$ cat config.mk
export PLATFORM = sky130hd
export DESIGN_NAME = game_autoplayer
export DESIGN_NICKNAME = d
export VERILOG_FILES = /design/src/rtl/game_pkg.sv /design/src/rtl/button_pulser.sv /design/src/rtl/game_autoplayer.sv
export SDC_FILE = /design/constraint.sdc
export NUM_CORES = 1
export LEC_CHECK = 0
export CAP_MARGIN = 15
export CORE_ASPECT_RATIO = 1.75
export CORE_MARGIN = 1.5
export CORE_UTILIZATION = 30
export DETAILED_ROUTE_END_ITERATION = 12
export PLACE_DENSITY = 0.51
export SLEW_MARGIN = 20
export SYNTH_ARGS = -nofsm -noshare
export SYNTH_HDL_FRONTEND = slang
export SYNTH_SLANG_ARGS = --single-unit
$ cat constraint.sdc
create_clock -name clock -period 2.1 [get_ports clock]
set_input_delay 0.42 -clock clock [delete_from_list [all_inputs] [get_ports clock]]
set_output_delay 0.42 -clock clock [all_outputs]
set_load 0.02 [all_outputs]
$ cat src/rtl/game_pkg.sv
// Shared types and constants for the game autoplayer.
// The LFSR helper is used only when AUTOPLAY_LFSR_EN is defined.
package game_pkg;

  typedef enum logic [2:0] {IDLE, NEWGAME, SETUP, PRESS, GAP, DONE} ap_state_t;

  typedef logic [3:0] move_t;

  localparam logic [15:0] LFSR_SEED = 16'hACE1;
  // Fibonacci taps 16,14,13,11 map to bits 15,13,12,10
  localparam logic [15:0] LFSR_TAPS = 16'hB400;

  function automatic logic [15:0] lfsr_step(input logic [15:0] s);
    return {s[14:0], ^(s & LFSR_TAPS)};
  endfunction

endpackage

$ cat src/rtl/button_pulser.sv
// Active-low button decode: held low while go is high; finished flags the last cycle.
// len is the shared state counter's remaining count, so no extra timer is needed here.
module button_pulser #(
  parameter int CW = 8
) (
  input  logic          go,
  input  logic [CW-1:0] len,
  output logic          pulse_L,
  output logic          finished
);

  assign pulse_L  = ~go;
  assign finished = go && (len == '0);

endmodule

$ cat src/rtl/game_autoplayer.sv
// Scripted opponent driving hMove/enter_L/new_game_L of the game FSM; one down-counter times every state.
// Define AUTOPLAY_LFSR_EN to take moves from a 16-bit LFSR instead of the script input.
module game_autoplayer
  import game_pkg::*;
#(
  parameter int PULSE_LEN  = 4,
  parameter int SETTLE_LEN = 2,
  parameter int GAP_LEN    = 4,
  parameter int MAX_MOVES  = 4
) (
  input  logic                   clock,
  input  logic                   reset_L,
  input  logic                   start,
  input  logic                   abort,
  input  logic [4*MAX_MOVES-1:0] script,
  input  logic [3:0]             cMove,
  input  logic                   win,
  output logic [3:0]             hMove,
  output logic                   enter_L,
  output logic                   new_game_L,
  output logic                   busy,
  output logic                   done,
  output logic                   won,
  output logic [2:0]             move_count,
  output logic [4*MAX_MOVES-1:0] cMove_log
);

  localparam int CW = 8;

  ap_state_t     state, state_nxt;
  logic [CW-1:0] cnt, load_val;
  logic          cnt_zero, ng_fin, en_fin;
  logic          accept, last_gap, enter_setup;
  logic [2:0]    mc_inc;
  move_t         next_move;

  assign cnt_zero    = (cnt == '0);
  assign mc_inc      = move_count + 3'd1;
  assign enter_setup = (state_nxt == SETUP) && (state != SETUP);
  assign busy        = (state != IDLE) && (state != DONE);
  assign done        = (state == DONE);

  button_pulser #(.CW(CW)) u_new_game (
    .go(state == NEWGAME), .len(cnt), .pulse_L(new_game_L), .finished(ng_fin)
  );

  button_pulser #(.CW(CW)) u_enter (
    .go(state == PRESS), .len(cnt), .pulse_L(enter_L), .finished(en_fin)
  );

  always_comb begin
    state_nxt = state;
    accept    = 1'b0;
    last_gap  = 1'b0;
    case (state)
      IDLE, DONE: if (start) begin
        state_nxt = NEWGAME;
        accept    = 1'b1;
      end
      NEWGAME: if (ng_fin) state_nxt = SETUP;
      SETUP:   if (cnt_zero) state_nxt = PRESS;
      PRESS:   if (en_fin) state_nxt = GAP;
      GAP: if (cnt_zero) begin
        last_gap  = 1'b1;
        state_nxt = (win || mc_inc == 3'(MAX_MOVES)) ? DONE : SETUP;
      end
      default: state_nxt = IDLE;
    endcase
    // abort overrides any transition and freezes the result registers
    if (abort) begin
      state_nxt = IDLE;
      accept    = 1'b0;
      last_gap  = 1'b0;
    end
  end

  always_comb begin
    case (state_nxt)
      NEWGAME, PRESS: load_val = CW'(PULSE_LEN - 1);
      SETUP:          load_val = CW'(SETTLE_LEN - 1);
      GAP:            load_val = CW'(GAP_LEN - 1);
      default:        load_val = '0;
    endcase
  end

  always_ff @(posedge clock or negedge reset_L) begin
    if (!reset_L) begin
      state      <= IDLE;
      cnt        <= '0;
      hMove      <= '0;
      won        <= 1'b0;
      move_count <= '0;
      cMove_log  <= '0;
    end else begin
      state <= state_nxt;
      if (state_nxt != state) cnt <= load_val;
      else if (!cnt_zero)     cnt <= cnt - 1'b1;
      if (accept) begin
        won        <= 1'b0;
        move_count <= '0;
        cMove_log  <= '0;
      end
      if (last_gap) begin
        cMove_log[int'(move_count)*4 +: 4] <= cMove;
        won        <= win;
        move_count <= mc_inc;
      end
      if (enter_setup) hMove <= next_move;
    end
  end

`ifdef AUTOPLAY_LFSR_EN
  logic [15:0] lfsr, lfsr_nxt;
  logic        script_unused;

  assign script_unused = ^script;
  assign lfsr_nxt      = lfsr_step(lfsr);
  assign next_move     = lfsr_nxt[3:0];

  always_ff @(posedge clock or negedge reset_L) begin
    if (!reset_L)         lfsr <= LFSR_SEED;
    else if (enter_setup) lfsr <= lfsr_nxt;
  end
`else
  logic [4*MAX_MOVES-1:0] script_q;
  logic [2:0]             sel;

  // coming out of GAP, move_count updates on the same edge hMove loads
  assign sel       = (state == GAP) ? mc_inc : move_count;
  assign next_move = script_q[int'(sel)*4 +: 4];

  always_ff @(posedge clock or negedge reset_L) begin
    if (!reset_L)    script_q <= '0;
    else if (accept) script_q <= script;
  end
`endif

endmodule
==> impl_metrics.env, run 1 <==
export IMPL_power_internal_w=0.00257
export IMPL_synthCells=250
export IMPL_drive_gt1_share_pct=35.8
export IMPL_grt_pass1_wl_mm=12.1
export IMPL_start_kind="flip-flop"
export IMPL_pwr_share_clk_pct=22.6
export IMPL_worst_pin_slew_ps=613
export IMPL_core_area_sq_mm=0.00878
export IMPL_switching_share_pct=32.4
export IMPL_finalSetupTns_ps=-1170
export IMPL_dieWidth_um=75.1
export IMPL_ys_flop_type="dfrtp_1"
export IMPL_worst_slack_ps=-106
export IMPL_vias_per_cell=4.85
export IMPL_violations="setup timing"
export IMPL_place_hpwl_mm=5.80
export IMPL_clock_sinks=51
export IMPL_final_area_sq_mm=0.00417
export IMPL_ys_warn_count=0
export IMPL_path_class="reg -> reg"
export IMPL_drtPass1Iterations=4
export IMPL_io_buffer_count=52
export IMPL_yosys_area_top_type="dfrtp_1"
export IMPL_drc=0
export IMPL_p_per_area_mw_per_mm2=912
export IMPL_rows=45
export IMPL_ys_ff_latch=51
export IMPL_area_delta_synth_final_pct=52.5
export IMPL_ys_types=51
export IMPL_insertion_delay_ps=290
export IMPL_p_leak_nw=1.80
export IMPL_ys_async_sr_fraction_pct=100
export IMPL_insertedDiodeCount=0
export IMPL_worstSetupEndpointType="flip-flop"
export IMPL_p_sw_w=0.00123
export IMPL_rsz0062_at_grt="yes"
export IMPL_antenna_found_initial=0
export IMPL_multi_input_area_sq_mm=0.00158
export IMPL_finalSetupViolations=19
export IMPL_wl_per_cell_um=15.6
export IMPL_syn_area_per_cell_sq_um=10.9
export IMPL_num_io_pins=53
export IMPL_finalHoldViolations=0
export IMPL_cts_inserted_buffers=5
export IMPL_hold_path_class="in -> async"
export IMPL_cts_htree_levels=2
export IMPL_finalMaxSlewViolations=0
export IMPL_die_area_sq_mm=0.00971
export IMPL_cts_tree="built"
export IMPL_finalCritPeriodShare_pct=105
export IMPL_drt_initial_drc_count=58
export IMPL_die_h_um=129
export IMPL_p_comb_share_pct=42.9
export IMPL_ant_nets=0
export IMPL_fillers=852
export IMPL_finClkSkew_ps=4.11
export IMPL_seqPwrFrac_pct=34.5
export IMPL_crit_fanout=4
export IMPL_critical_path_arrival_ps=2430
export IMPL_maxCapViolCount=0
export IMPL_reg2reg_from="cnt[1]"
export IMPL_dpl_cell_area_sq_mm=0.00373
export IMPL_synthTopCellsByArea="dfrtp_1 (47%), mux2_2 (7.8%), a22o_1 (3.8%)"
export IMPL_final_cells=472
export IMPL_cp_startpoint="cnt[1]"
export IMPL_grt_pass1_vias=2379
export IMPL_vias=2291
export IMPL_start_util_pct=31.1
export IMPL_dp_cells=458
export IMPL_root_buffer="clkbuf_16"
export IMPL_required_ps=2330
export IMPL_synth_edf_count=0
export IMPL_slew_headroom_pct=58.8
export IMPL_synthesis_nets=282
export IMPL_outcome="finished with violations"
export IMPL_yosysTopAreaCellShare_pct=46.7
export IMPL_layout_nets=386
export IMPL_syn_cell_area_sq_mm=0.00273
export IMPL_regArea_sq_mm=0.00128
export IMPL_max_clock_path_buffers=2
export IMPL_track_usage_pct=16.6
export IMPL_wirelength_mm=7.38
export IMPL_gp_congestion=0.785
export IMPL_yosysSeqAreaShare_pct=46.7
export IMPL_clkTransAtPathRegs_ps=70
export IMPL_grt_overflow_total=0
export IMPL_period_minus_slack_ps=2210
export IMPL_holdBufCountCts=0
export IMPL_timing_fmax_mhz=453
export IMPL_grt_max_degree=21
export IMPL_ir_drop_uv=613
[critical path, stage by stage, from the launching register on]
cell	delay, ps
dfrtp_1	390
inv_2	80
ha_4	130
or4b_4	480
buf_6	150
nor4_4	210
nand3_2	130
nor4b_4	380
a22o_1	180
[Yosys cell counts (2+ instances only)]
cell / number
a21oi_1: 5
a21o_1: 2
o31ai_1: 3
clkbuf_1: 4
buf_2: 5
xnor2_1: 6
nor4_1: 2
o211ai_1: 2
and3_1: 2
mux4_2: 4
mux2_2: 19
nand2_1: 25
nand4_1: 2
nand3_1: 12
nor2b_1: 5
a211oi_1: 3
or2_2: 2
a31oi_1: 3
xor2_1: 2
mux2i_1: 5
o21ai_0: 6
nor4_4: 2
and2_1: 2
nor3_1: 4
nor2_2: 2
inv_1: 11
or3_1: 2
nor3b_1: 2
ha_1: 7
dfrtp_1: 51
a22o_1: 12
nor2_1: 16
or3b_2: 2
[metal layers]
metal | share of wire [%] | global-route usage (%)
met1 | 38 | 19.3
met2 | 57 | 29.8
met3 | 2.7 | 2.10
met4 | 2.2 | 7.25
met5 | 0 | 0
[sequential cells by signal, summed over array words and instances (netlist names)]
register and cells:
cMove_log 16, cnt 8, hMove 4, move_count 3, script_q 16, state 3
won 1
[timing repair]
| item | 4_1_cts | 5_1_grt |
|---|---|---|
| pin swaps | 16 | 12 |
| cloned | 1 | 0 |
| endpoints found under the setup margin | 51 | 49 |
| buffers inserted | 2 | 4 |
| resized for setup | 33 | 23 |
[placed cells by master (no fill, tap or decap), drive strengths merged, types with 3 or more instances in the layout]
master          n
buf            56
dfrtp          51
clkdlybuf4s50  46
nand2          25
mux2           19
nor2           18
nand3          13
a22o           12
inv            11
clkbuf          7
o21ai           7
ha              7
xnor2           6
mux2i           5
nor2b           5
nor3            5
a21oi           5
mux4            4
nor4            4
nor4b           3
dlygate4sd2     3
a211oi          3
o31ai           3
a31oi           3
[stage by stage]
step	utilization (%)	hold slack, ps	worst slack, ps	power (W)
final	47.4	69.2	-106	0.00380
after global routing	47.4	95.7	-237	0.00407
after CTS	46.0	80.7	-169	0.00381
after global placement	42.5	397	-234	0.00280
after detailed placement	42.5	396	-244	0.00282
after floorplan	-	124	-95.1	0.00216
[cell families (layout without fill, tap and decap cells)]
group / count (synthesis) / in the layout / share of synthesized area (%)
AND/OR/NAND/NOR: 92 / 92 / 19.7
flip-flops: 51 / 51 / 46.7
AO/OA/AOI/OAI: 43 / 43 / 11.6
multiplexers: 28 / 28 / 13.0
buffers and inverters: 21 / 126 / 3.25
XOR/XNOR: 8 / 8 / 2.57
adder cells (fa/ha/maj): 7 / 7 / 3.21
[layout make-up]
cell class	instances	share of cell area [%]
tap	117	3.51
clock inverter	1	0.180
timing repair buffer	107	23.1
inverter	11	0.991
clock buffer	7	3.66
multi-input combinational	178	37.9
sequential	51	30.7
[worst paths after layout]
check,end,slack [ps],cells after the start
min in group clock,script_q[15],500,1
max,cMove_log[9],-110,8
min reg2reg,script_q[15],500,1
min,state[0],70,1
max in group asynchronous,script_q[12],1430,2
max reg2reg,cMove_log[9],-110,8
[power groups by stage]
stage	clock, W	combinational (W)	sequential (W)
CTS	0.000891	0.00161	0.00132
floorplan	0	0.000796	0.00137
global route	0.000940	0.00179	0.00134
global placement	0	0.00147	0.00132
finish	0.000860	0.00163	0.00131
detailed placement	0	0.00148	0.00133
Power figures use the tool's default switching activity.
==> run 2: changes to the inputs <==
==> constraint.sdc (replaced) <==
create_clock -name clock -period 2 [get_ports clock]
set_input_delay 0.4 -clock clock [delete_from_list [all_inputs] [get_ports clock]]
set_output_delay 0.4 -clock clock [all_outputs]
set_load 0.02 [all_outputs]
==> run 2 against run 1 <==
Global-route usage rose by 0.54 points. Design area rose by 4.5%. Final cell count rose by 1.9%. Critical path type unchanged. Largest power group unchanged. The flow still finishes with violations (setup timing). Sequential share of layout area shrank 1.3 points.
==> impl_metrics.env, run 2 (same netlist as run 1, synthesis figures left out) <==
export IMPL_critical_path_arrival_ps=2380
export IMPL_die_h_um=129
export IMPL_vias_per_cell=4.86
export IMPL_reg_top3="cMove_log: 16 flops, script_q: 16 flops, cnt: 8 flops"
export IMPL_hold_worst_slack_ps=46.1
export IMPL_switching_share_pct=33.0
export IMPL_vias=2339
export IMPL_grt_overflow_total=0
export IMPL_worst_pin_slew_ps=497
export IMPL_finalSetupTns_ps=-2630
export IMPL_drive_gt1_share_pct=41.5
export IMPL_clkTransAtPathRegs_ps=70
export IMPL_dpl_cell_area_sq_mm=0.00377
export IMPL_maxCapViolCount=0
export IMPL_pwr_share_clk_pct=21.2
export IMPL_place_hpwl_mm=5.81
export IMPL_outcome="finished with violations"
export IMPL_insertedDiodeCount=0
export IMPL_finalHoldViolations=0
export IMPL_drc=0
export IMPL_root_buffer="clkbuf_16"
export IMPL_num_io_pins=53
export IMPL_finClkSkew_ps=5.29
export IMPL_max_clock_path_buffers=2
export IMPL_final_area_sq_mm=0.00435
export IMPL_p_comb_share_pct=44.9
export IMPL_violations="setup timing"
export IMPL_antenna_found_initial=0
export IMPL_worstSetupEndpointType="flip-flop"
export IMPL_fillers=862
export IMPL_p_per_area_mw_per_mm2=936
export IMPL_ir_drop_uv=755
export IMPL_area_delta_synth_final_pct=59.4
export IMPL_final_common_cell="buf_4"
export IMPL_ant_nets=0
export IMPL_hold_path_class="in -> async"
export IMPL_cts_tree="built"
export IMPL_worst_slack_ps=-167
export IMPL_finalMaxSlewViolations=0
export IMPL_start_util_pct=31.1
export IMPL_required_ps=2210
export IMPL_period_minus_slack_ps=2170
export IMPL_p_leak_nw=1.86
export IMPL_insertion_delay_ps=290
export IMPL_wl_per_cell_um=16.2
export IMPL_core_area_sq_mm=0.00878
export IMPL_power_w=0.00408
export IMPL_dieWidth_um=75.1
export IMPL_p_sw_w=0.00135
export IMPL_mostFrequentLayoutCells="buf_4 (54), dfrtp_1 (48), clkdlybuf4s50_1 (46)"
export IMPL_grt_pass1_vias=2527
export IMPL_layout_nets=395
export IMPL_grt_max_degree=21
export IMPL_crit_fanout=4
export IMPL_cts_inserted_buffers=5
export IMPL_grt_pass1_wl_mm=12.3
export IMPL_r2r_slack_ps=-170
export IMPL_slew_headroom_pct=66.5
export IMPL_drtPass1Iterations=4
export IMPL_drt_initial_drc_count=68
export IMPL_power_internal_w=0.00273
export IMPL_seqPwrFrac_pct=33.9
export IMPL_finalCritPeriodShare_pct=108
export IMPL_clock_sinks=51
export IMPL_start_kind="flip-flop"
export IMPL_gp_congestion=0.881
export IMPL_holdBufCountCts=0
export IMPL_rsz0062_at_grt="yes"
export IMPL_die_area_sq_mm=0.00971
export IMPL_io_buffer_count=52
export IMPL_rows=45
export IMPL_finalSetupViolations=26
export IMPL_wirelength_mm=7.78
export IMPL_cts_htree_levels=2
export IMPL_path_class="reg -> reg"
export IMPL_track_usage_pct=17.2
export IMPL_timing_fmax_mhz=461
## run 2: changes by cell type in the layout (fill, tap and decap cells not counted), moves of 4 or more
cell / change
buf_4: +6
nor2_1: -4
nand3_2: +4
nor2_2: +4
## run 2: timing repair
item,in CTS,in global routing
gates cloned,2,0
resized for setup,32,50
endpoints found under the setup margin,52,52
buffers inserted,4,5
pin swaps,11,26
## run 2: per-layer routing
| metal | global-route usage [%] | share of wire (%) | vias to the layer above |
|---|---|---|---|
| met5 | 0 | 0 | - |
| met4 | 7.25 | 2.6 | 0 |
| met3 | 2.10 | 2.0 | 10 |
| met2 | 32.0 | 58 | 37 |
| met1 | 18.9 | 38 | 1157 |
| li1 | - | - | 1135 |
## run 2: power by group through the flow
stage               Sequential, W  Clock [W]  Combinational (W)
floorplan                 0.00144          0           0.000846
global placement          0.00139          0            0.00156
detailed placement        0.00140          0            0.00156
CTS                       0.00138   0.000891            0.00165
global route              0.00141   0.000925            0.00200
finish                    0.00138   0.000862            0.00183
## run 2: worst paths after layout
kind | from | endpoint | cells past startpoint
max in group asynchronous | reset_L | state[2] | 2
worst min register to register | script_q[11] | script_q[11] | 1
worst max-delay path | move_count[0] | hMove[3] | 6
worst max register to register | move_count[0] | hMove[3] | 6
worst min-delay path | reset_L | won | 1
min in group clock | script_q[11] | script_q[11] | 1
## run 2: critical path, cell delays in order, from the launching register on
cell and delay, ps:
dfrtp_2 450, ha_4 200, xor2_4 190, a221o_1 350
a211oi_4 350, o2111a_2 350, mux2i_1 200
## run 2: final cells by class
type                    count  area, sq um  area share, %
repair buffers            116         1060           24.3
clock buffers               7          143           3.28
inverters                  11         41.3          0.948
clock inverters             1         8.76          0.201
multi-input cells         178         1680           38.5
well taps                 117          146           3.36
flip-flops and latches     51         1280           29.4
## run 2: through the flow
step,setup WS (ps),utilization (%),std cells
after detailed placement,-245,42.9,462
after CTS,-185,46.5,476
after global placement,-191,42.9,462
final,-167,49.6,481
after global routing,-274,49.6,481
after floorplan,-193,-,250
